File: config.mk
export PLATFORM = sky130hd
export DESIGN_NAME = axi_rd_arbiter
export DESIGN_NICKNAME = d
export VERILOG_FILES = /design/src/rtl/axi_rd_arbiter.sv
export SDC_FILE = /design/constraint.sdc
export NUM_CORES = 1
export LEC_CHECK = 0
export ABC_AREA = 1
export BUFFER_PORTS_ARGS = -buffer_cell sky130_fd_sc_hd__buf_2
export CORE_AREA = 2 2 105 107
export CTS_CLUSTER_SIZE = 14
export DETAILED_ROUTE_END_ITERATION = 12
export DIE_AREA = 0 0 107 109
export HOLD_SLACK_MARGIN = 0.02
export PLACE_DENSITY_LB_ADDON = 0.12
export SYNTH_ARGS = -nofsm -noshare
export SYNTH_HDL_FRONTEND = slang
export SYNTH_SLANG_ARGS = --single-unit
File: constraint.sdc
create_clock -name ACLK -period 1.7 [get_ports ACLK]
set_input_delay 0 -clock ACLK [delete_from_list [all_inputs] [get_ports ACLK]]
set_output_delay 0 -clock ACLK [all_outputs]
set_load 0.02 [all_outputs]
File: src/rtl/axi_rd_arbiter.sv
// 2-to-1 AXI3 read-channel arbiter: one outstanding burst, AR muxed from the granted master, R routed back.
// Define AXI_RD_ARB_FIXED_PRIO_EN for fixed priority (M0 wins); default build is round-robin.
module axi_rd_arbiter #(
   parameter int WIDTH_ID = 4,
   parameter int WIDTH_AD = 32,
   parameter int WIDTH_DA = 32
) (
   input  logic                ACLK,
   input  logic                ARESET,
   input  logic [WIDTH_ID-1:0] M0_ARID,
   input  logic [WIDTH_AD-1:0] M0_ARADDR,
   input  logic [3:0]          M0_ARLEN,
   input  logic [2:0]          M0_ARSIZE,
   input  logic [1:0]          M0_ARBURST,
   input  logic                M0_ARVALID,
   output logic                M0_ARREADY,
   output logic [WIDTH_ID-1:0] M0_RID,
   output logic [WIDTH_DA-1:0] M0_RDATA,
   output logic [1:0]          M0_RRESP,
   output logic                M0_RLAST,
   output logic                M0_RVALID,
   input  logic                M0_RREADY,
   input  logic [WIDTH_ID-1:0] M1_ARID,
   input  logic [WIDTH_AD-1:0] M1_ARADDR,
   input  logic [3:0]          M1_ARLEN,
   input  logic [2:0]          M1_ARSIZE,
   input  logic [1:0]          M1_ARBURST,
   input  logic                M1_ARVALID,
   output logic                M1_ARREADY,
   output logic [WIDTH_ID-1:0] M1_RID,
   output logic [WIDTH_DA-1:0] M1_RDATA,
   output logic [1:0]          M1_RRESP,
   output logic                M1_RLAST,
   output logic                M1_RVALID,
   input  logic                M1_RREADY,
   output logic [WIDTH_ID:0]   S_ARID,
   output logic [WIDTH_AD-1:0] S_ARADDR,
   output logic [3:0]          S_ARLEN,
   output logic [2:0]          S_ARSIZE,
   output logic [1:0]          S_ARBURST,
   output logic                S_ARVALID,
   input  logic                S_ARREADY,
   input  logic [WIDTH_ID:0]   S_RID,
   input  logic [WIDTH_DA-1:0] S_RDATA,
   input  logic [1:0]          S_RRESP,
   input  logic                S_RLAST,
   input  logic                S_RVALID,
   output logic                S_RREADY,
   output logic                ERR
);

   typedef enum logic [1:0] {IDLE, ADDR, DATA} state_t;

   state_t      state_q, state_d;
   logic        grant_q, grant_d;
   logic        last_q, last_d;
   logic [3:0]  cnt_q, cnt_d;
   logic [3:0]  len_q, len_d;
   logic        err_q, err_d;

   logic [WIDTH_ID-1:0] mg_arid;
   logic [WIDTH_AD-1:0] mg_araddr;
   logic [3:0]          mg_arlen;
   logic [2:0]          mg_arsize;
   logic [1:0]          mg_arburst;
   logic                mg_arvalid;
   logic                mg_rready;
   logic                pick;
   logic                beat;
   logic                run;

   always_comb begin
      mg_arid    = grant_q ? M1_ARID    : M0_ARID;
      mg_araddr  = grant_q ? M1_ARADDR  : M0_ARADDR;
      mg_arlen   = grant_q ? M1_ARLEN   : M0_ARLEN;
      mg_arsize  = grant_q ? M1_ARSIZE  : M0_ARSIZE;
      mg_arburst = grant_q ? M1_ARBURST : M0_ARBURST;
      mg_arvalid = grant_q ? M1_ARVALID : M0_ARVALID;
      mg_rready  = grant_q ? M1_RREADY  : M0_RREADY;
`ifdef AXI_RD_ARB_FIXED_PRIO_EN
      pick = ~M0_ARVALID;
`else
      pick = (M0_ARVALID & M1_ARVALID) ? ~last_q : M1_ARVALID;
`endif
      beat = (state_q == DATA) & S_RVALID & mg_rready;
      // Reset gates every handshake output so nothing is forwarded in the reset cycle itself.
      run  = ~ARESET;
   end

   always_ff @(posedge ACLK) begin
      if (ARESET) begin
         state_q <= IDLE;
         grant_q <= 1'b0;
         last_q  <= 1'b1;
         cnt_q   <= '0;
         len_q   <= '0;
         err_q   <= 1'b0;
      end else begin
         state_q <= state_d;
         grant_q <= grant_d;
         last_q  <= last_d;
         cnt_q   <= cnt_d;
         len_q   <= len_d;
         err_q   <= err_d;
      end
   end

   always_comb begin
      state_d = state_q;
      grant_d = grant_q;
      last_d  = last_q;
      cnt_d   = cnt_q;
      len_d   = len_q;
      err_d   = err_q;
      case (state_q)
         IDLE: begin
            if (M0_ARVALID | M1_ARVALID) begin
               grant_d = pick;
               state_d = ADDR;
            end
         end
         ADDR: begin
            if (mg_arvalid & S_ARREADY) begin
               len_d   = mg_arlen;
               cnt_d   = '0;
               state_d = DATA;
            end
         end
         DATA: begin
            if (beat) begin
               cnt_d = cnt_q + 4'd1;
               if (S_RLAST) begin
                  last_d  = grant_q;
                  state_d = IDLE;
               end
            end
         end
         default: state_d = IDLE;
      endcase
      if (beat && ((S_RID[WIDTH_ID] != grant_q) || (S_RLAST != (cnt_q == len_q))))
         err_d = 1'b1;
      if (S_RVALID && (state_q != DATA))
         err_d = 1'b1;
   end

   always_comb begin
      S_ARID     = '0;
      S_ARADDR   = '0;
      S_ARLEN    = '0;
      S_ARSIZE   = '0;
      S_ARBURST  = '0;
      S_ARVALID  = 1'b0;
      S_RREADY   = 1'b0;
      M0_ARREADY = 1'b0;
      M1_ARREADY = 1'b0;
      M0_RID     = '0;
      M0_RDATA   = '0;
      M0_RRESP   = '0;
      M0_RLAST   = 1'b0;
      M0_RVALID  = 1'b0;
      M1_RID     = '0;
      M1_RDATA   = '0;
      M1_RRESP   = '0;
      M1_RLAST   = 1'b0;
      M1_RVALID  = 1'b0;
      case (state_q)
         ADDR: begin
            S_ARID    = {grant_q, mg_arid};
            S_ARADDR  = mg_araddr;
            S_ARLEN   = mg_arlen;
            S_ARSIZE  = mg_arsize;
            S_ARBURST = mg_arburst;
            S_ARVALID = mg_arvalid & run;
            if (grant_q) M1_ARREADY = S_ARREADY & run;
            else         M0_ARREADY = S_ARREADY & run;
         end
         DATA: begin
            S_RREADY = mg_rready & run;
            if (grant_q) begin
               M1_RID    = S_RID[WIDTH_ID-1:0];
               M1_RDATA  = S_RDATA;
               M1_RRESP  = S_RRESP;
               M1_RLAST  = S_RLAST;
               M1_RVALID = S_RVALID & run;
            end else begin
               M0_RID    = S_RID[WIDTH_ID-1:0];
               M0_RDATA  = S_RDATA;
               M0_RRESP  = S_RRESP;
               M0_RLAST  = S_RLAST;
               M0_RVALID = S_RVALID & run;
            end
         end
         default: ;
      endcase
      ERR = err_q;
   end

endmodule
After elaboration in Yosys (flattened, before gate mapping)
Cells that the tools add are included.
{ "totals": {"regBits": 13, "latch_bits": 0, "ramBits": 0, "romBits": 0, "in_bits": 138, "output_inout_bits": 131, "wordCells": 88, "n_memories": 0} }
{ "classes": {"n_addsub": 1, "mul": 0, "div": 0, "magnitude_cmp": 0, "eq_ne": 10, "n_shift": 0, "mux": 49, "bitwise_logic": 11, "reduce_logical": 11} }
{ "ops": {"columns": ["cell", "n"], "rows": [
  ["$mux 32", 6],
  ["$mux 4", 9],
  ["$mux 2", 10],
  ["$mux 1", 19],
  ["$ne 2x2->1 const B", 5],
  ["$and 1x1->1", 8],
  ["$pmux 4 s2", 1],
  ["$mux 3", 2],
  ["$pmux 2 s3", 1],
  ["$reduce_and 3->1", 2],
  ["$mux 5", 1],
  ["$add 4x1->4 const B", 1],
  ["$eq 4x4->1", 1],
  ["$reduce_and 2->1", 2],
  ["$reduce_and 4->1", 1],
  ["$reduce_bool 2->1", 2],
  ["$eq 2x1->1 const B", 1],
  ["$eq 2x2->1 const B", 1],
  ["$logic_and 1x1->1", 2],
  ["$logic_not 2->1", 1],
  ["$ne 1x1->1", 2],
  ["$not 1->1", 2],
  ["$logic_or 1x1->1", 1],
  ["$or 1x1->1", 1]
]} }

Logic depth before layout (Yosys ltp)
{ "depth": {"depth_word": 6, "depth_mapped": 9, "mapped_depth_nobuf": 9} }

Worst setup path after synthesis
Ideal clock, no wire load.
{ "synth_path": {"path_type": "register -> output", "startpoint": "register state_q[0]", "endpoint": "output S_ARADDR[26]", "arrival_ns": 1.223, "required_time_ns": 1.700, "setup_slack_ns": 0.477, "stages_incl_launch_ff": 5, "path_buffers": 1, "path_cell_list": "dfxtp_1 -> nand2_2 -> nor2_4 -> buf_2 -> a22o_1"} }
{ "synth_via": {"elab_chain_cells": 2} }
{ "synth_lines": {"columns": ["element", "line_no", "text"], "rows": [
  ["start, declared", "54", "state_t state_q, state_d;"],
  ["start signal, assigned", "99", "state_q <= state_d;"],
  ["$eq 2x1->1", "166", "case (state_q)"],
  ["$mux 32", "166", null],
  ["end, declared", "37", "output logic [WIDTH_AD-1:0] S_ARADDR,"]
]} }
No other way between the ends.

Worst setup path in the final report
{ "layout_path": {"startpoint": "register state_q[0]", "endpoint": "output S_ARSIZE[0]"} }
{ "layout_via": {"elab_chain_cells": 2} }
{ "layout_lines": {"columns": ["element", "line_no", "text"], "rows": [
  ["$eq 2x1->1", "166", null],
  ["$mux 3", "166", null],
  ["end, declared", "39", "output logic [2:0] S_ARSIZE,"]
]} }
No other way between the ends.

==> impl_metrics.py <==
metrics = {
    "clock_network": {
        "cts_tree": "built",
        "clkLatencyLatePin_ns": 0.25,
        "h-tree-depth": 1,
        "root_buffer": "clkbuf_8",
        "cts_hold_buf": 0,
        "numCtsBuffers": 3,
        "clock_sinks": 13,
        "clock_path_buffers": 2,
        "clk_pin_slew_worst_paths_ns": 0.06,
    },
    "placed_design": {
        "gp_congestion": 0.789,
        "portBuffers": 268,
        "dp_hpwl_um": 8150,
        "dp.cells": 689,
    },
    "timing": {
        "tns_ns": 0,
        "drv_slew": 0,
        "relSlewSlack_pct": 72.8,
        "setup_viol": 0,
        "hold_ws_ns": 0.0520,
        "finalCritPeriodShare_pct": 95.0,
        "tightest_slew_ns": 0.409,
        "skew_ns": 0.00669,
        "fin_crit_ns": 1.61,
        "rsz0062_at_grt": "false",
        "hold_viol": 0,
        "fmax_mhz": 619,
    },
    "power_and_ir_drop": {
        "p_leak_nw": 2.18,
        "p_seq_share_pct": 23.1,
        "power.share.switching_pct": 42.9,
        "p_switching_mw": 0.612,
        "pwr-share-comb_pct": 56.4,
        "pwr-share-clk_pct": 20.5,
        "vdd_drop_max_v": 0.000220,
        "total_power_mw": 1.43,
        "pwr_density_cell_mw_per_mm2": 442,
        "internal-power_mw": 0.814,
    },
    "outcome": {
        "run_status": "complete, no violations",
    },
    "global_routing": {
        "gr-total-overflow": 0,
        "grt_pass1_wl_um": 13100,
        "antenna_found_initial": 0,
        "grtUsageTotal_pct": 14.4,
        "grt_max_degree": 46,
        "grt_pass1_vias": 2571,
    },
    "worst_setup_path": {
        "r2r_start": "state_q[0]",
        "arrival_ns": 1.61,
        "setup.worst_path.class": "reg -> out",
        "endpoint_kind": "output pin",
        "crit_fanout": 29,
        "rr_worst_depth": 5,
        "startpoint_type": "register",
        "r2r_end": "len_q[3]",
        "r2r_slack_ns": 0.37,
        "cp.required_ns": 1.70,
    },
    "logic_synthesis": {
        "synth.cell_area_mm2": 0.00166,
        "ys_ff_latch": 13,
        "ys_seq_area_share_pct": 15.7,
        "synth-simple-area-share_pct": 34.4,
        "synth_ff_type": "dfxtp_1",
        "yosys_warnings": 0,
        "syn_nets": 432,
        "synth_cell_types": 26,
        "synth_edf_count": 0,
        "synth_xor_area_share_pct": 0.529,
        "synth_top_family_by_area": "simple AND/OR/NAND/NOR gates",
        "syn_area_per_cell_um2": 5.65,
        "async_flop_share_pct": 0,
        "synthAdderAreaFrac_pct": 0.755,
        "synth-compound-area-share_pct": 29.9,
        "postSynthCellCount": 293,
        "synth_mux_area_share_pct": 0,
    },
    "route": {
        "drc": 0,
        "drtIter0Drc": 206,
        "wl_per_cell_um": 13.9,
        "routed_wl_um": 9670,
        "drt-pass1-iter-count": 4,
        "vias_per_cell": 4.19,
        "vias": 2907,
        "antenna_left": 0,
    },
    "layout": {
        "drive_gt1_share_pct": 52.7,
        "layoutNonFillerInstCount": 694,
        "final_nets": 694,
        "n_antenna_cell": 0,
        "area_growth_pct": 94.6,
    },
    "hold_path": {
        "hold_end": "grant_q",
        "holdCritStartpoint": "M1_ARVALID",
        "hold_path.class": "in -> reg",
        "min_path_cells": 3,
    },
    "floorplanning": {
        "rows": 38,
        "core_area_mm2": 0.0106,
        "start_util_pct": 15.6,
        "ios": 269,
        "fp.dieH_um": 109,
        "dieArea_mm2": 0.0117,
        "die_w_um": 107,
    },
    "flow_run": {
        "drv_cap": 0,
    },
}
## state kept, by name, indices dropped and copies added, names as in the netlist
register and count:
len_q 4, last_q 1, cnt_q 4, ERR 1, grant_q 1, state_q 2
## cell usage after synthesis (4+ instances only)
| master | number | area, um2 |
|---|---|---|
| a22o_1 | 41 | 359 |
| buf_2 | 8 | 40.0 |
| nand2_1 | 30 | 113 |
| nor2_1 | 85 | 319 |
| a22oi_1 | 4 | 30.0 |
| o22ai_1 | 4 | 25.0 |
| dfxtp_1 | 13 | 260 |
| inv_1 | 56 | 210 |
| nand3_1 | 6 | 30.0 |
| clkbuf_1 | 9 | 33.8 |
| nor3_1 | 5 | 25.0 |
| a21oi_1 | 9 | 45.0 |
## how the worst max path moves through the flow
stage	to	startpoint
2_1_floorplan	S_ARADDR[26]	state_q[0]
3_3_place_gp	cnt_q[2]	grant_q
3_5_place_dp	S_ARID[1]	grant_q
4_1_cts	S_ARADDR[4]	grant_q
5_1_grt	S_ARSIZE[0]	state_q[0]
6_report	S_ARSIZE[0]	state_q[0]
## power by group through the flow
| stage | logic (mW) | clock network [mW] | registers [mW] |
|---|---|---|---|
| 6_report | 0.805 | 0.293 | 0.329 |
| 3_3_place_gp | 0.805 | 0 | 0.335 |
| 2_1_floorplan | 0.443 | 0 | 0.333 |
| 3_5_place_dp | 0.807 | 0 | 0.336 |
| 4_1_cts | 0.811 | 0.296 | 0.329 |
| 5_1_grt | 0.865 | 0.316 | 0.331 |
## through the flow
stage / instance area (um2) / setup WS (ns) / utilization, %
floorplan: 1660 / 0.477 / -
global placement: 3170 / 0.342 / 29.9
detailed placement: 3170 / 0.302 / 29.9
CTS: 3220 / 0.0211 / 30.3
global route: 3220 / 0.0142 / 30.4
finish: 3220 / 0.0853 / 30.4
## cell type report
type / count / area, um2
tap: 140 / 175
multi-input combinational: 202 / 1090
inverter: 60 / 225
timing repair buffer: 275 / 1430
sequential: 13 / 262
fill: 1200 / 7380
clock buffer: 4 / 45.0
## cells by family (layout without fill, tap and decap cells)
logic type,Yosys count,after routing
compound gates,64,64
xor+xnor,1,1
fa+ha+maj,1,1
buf+inv,78,339
flops,13,13
simple gates,136,136
## worst max-delay path, cell delays in order, from the launching register on
cell	delay [ns]
dfxtp_1	0.41
nand2_2	0.15
nor2_4	0.24
buf_12	0.21
a22o_1	0.17
buf_2	0.17
## layer usage
layer	track usage, %	vias to the layer above	routed length [um]
li1	-	1454	-
met1	14.1	1273	3440
met2	29.1	167	5060
met3	3.35	13	922
met4	5.29	0	249
met5	0	-	0
## repair_timing
item	CTS	global route
setup buffers	0	1
endpoints found under the setup margin	0	39
resized for setup	0	1
## placed cells by master, fill, tap and decap left out, types with 4 or more instances in the layout
cell	count
buf_2	268
a22o_1	41
nand3_1	6
buf_4	4
nor3_1	5
inv_1	56
o22ai_1	4
dfxtp_1	12
nor2_1	85
a21oi_1	9
a22oi_1	4
nand2_1	30
No activity file was read; power rests on OpenSTA's default activity.
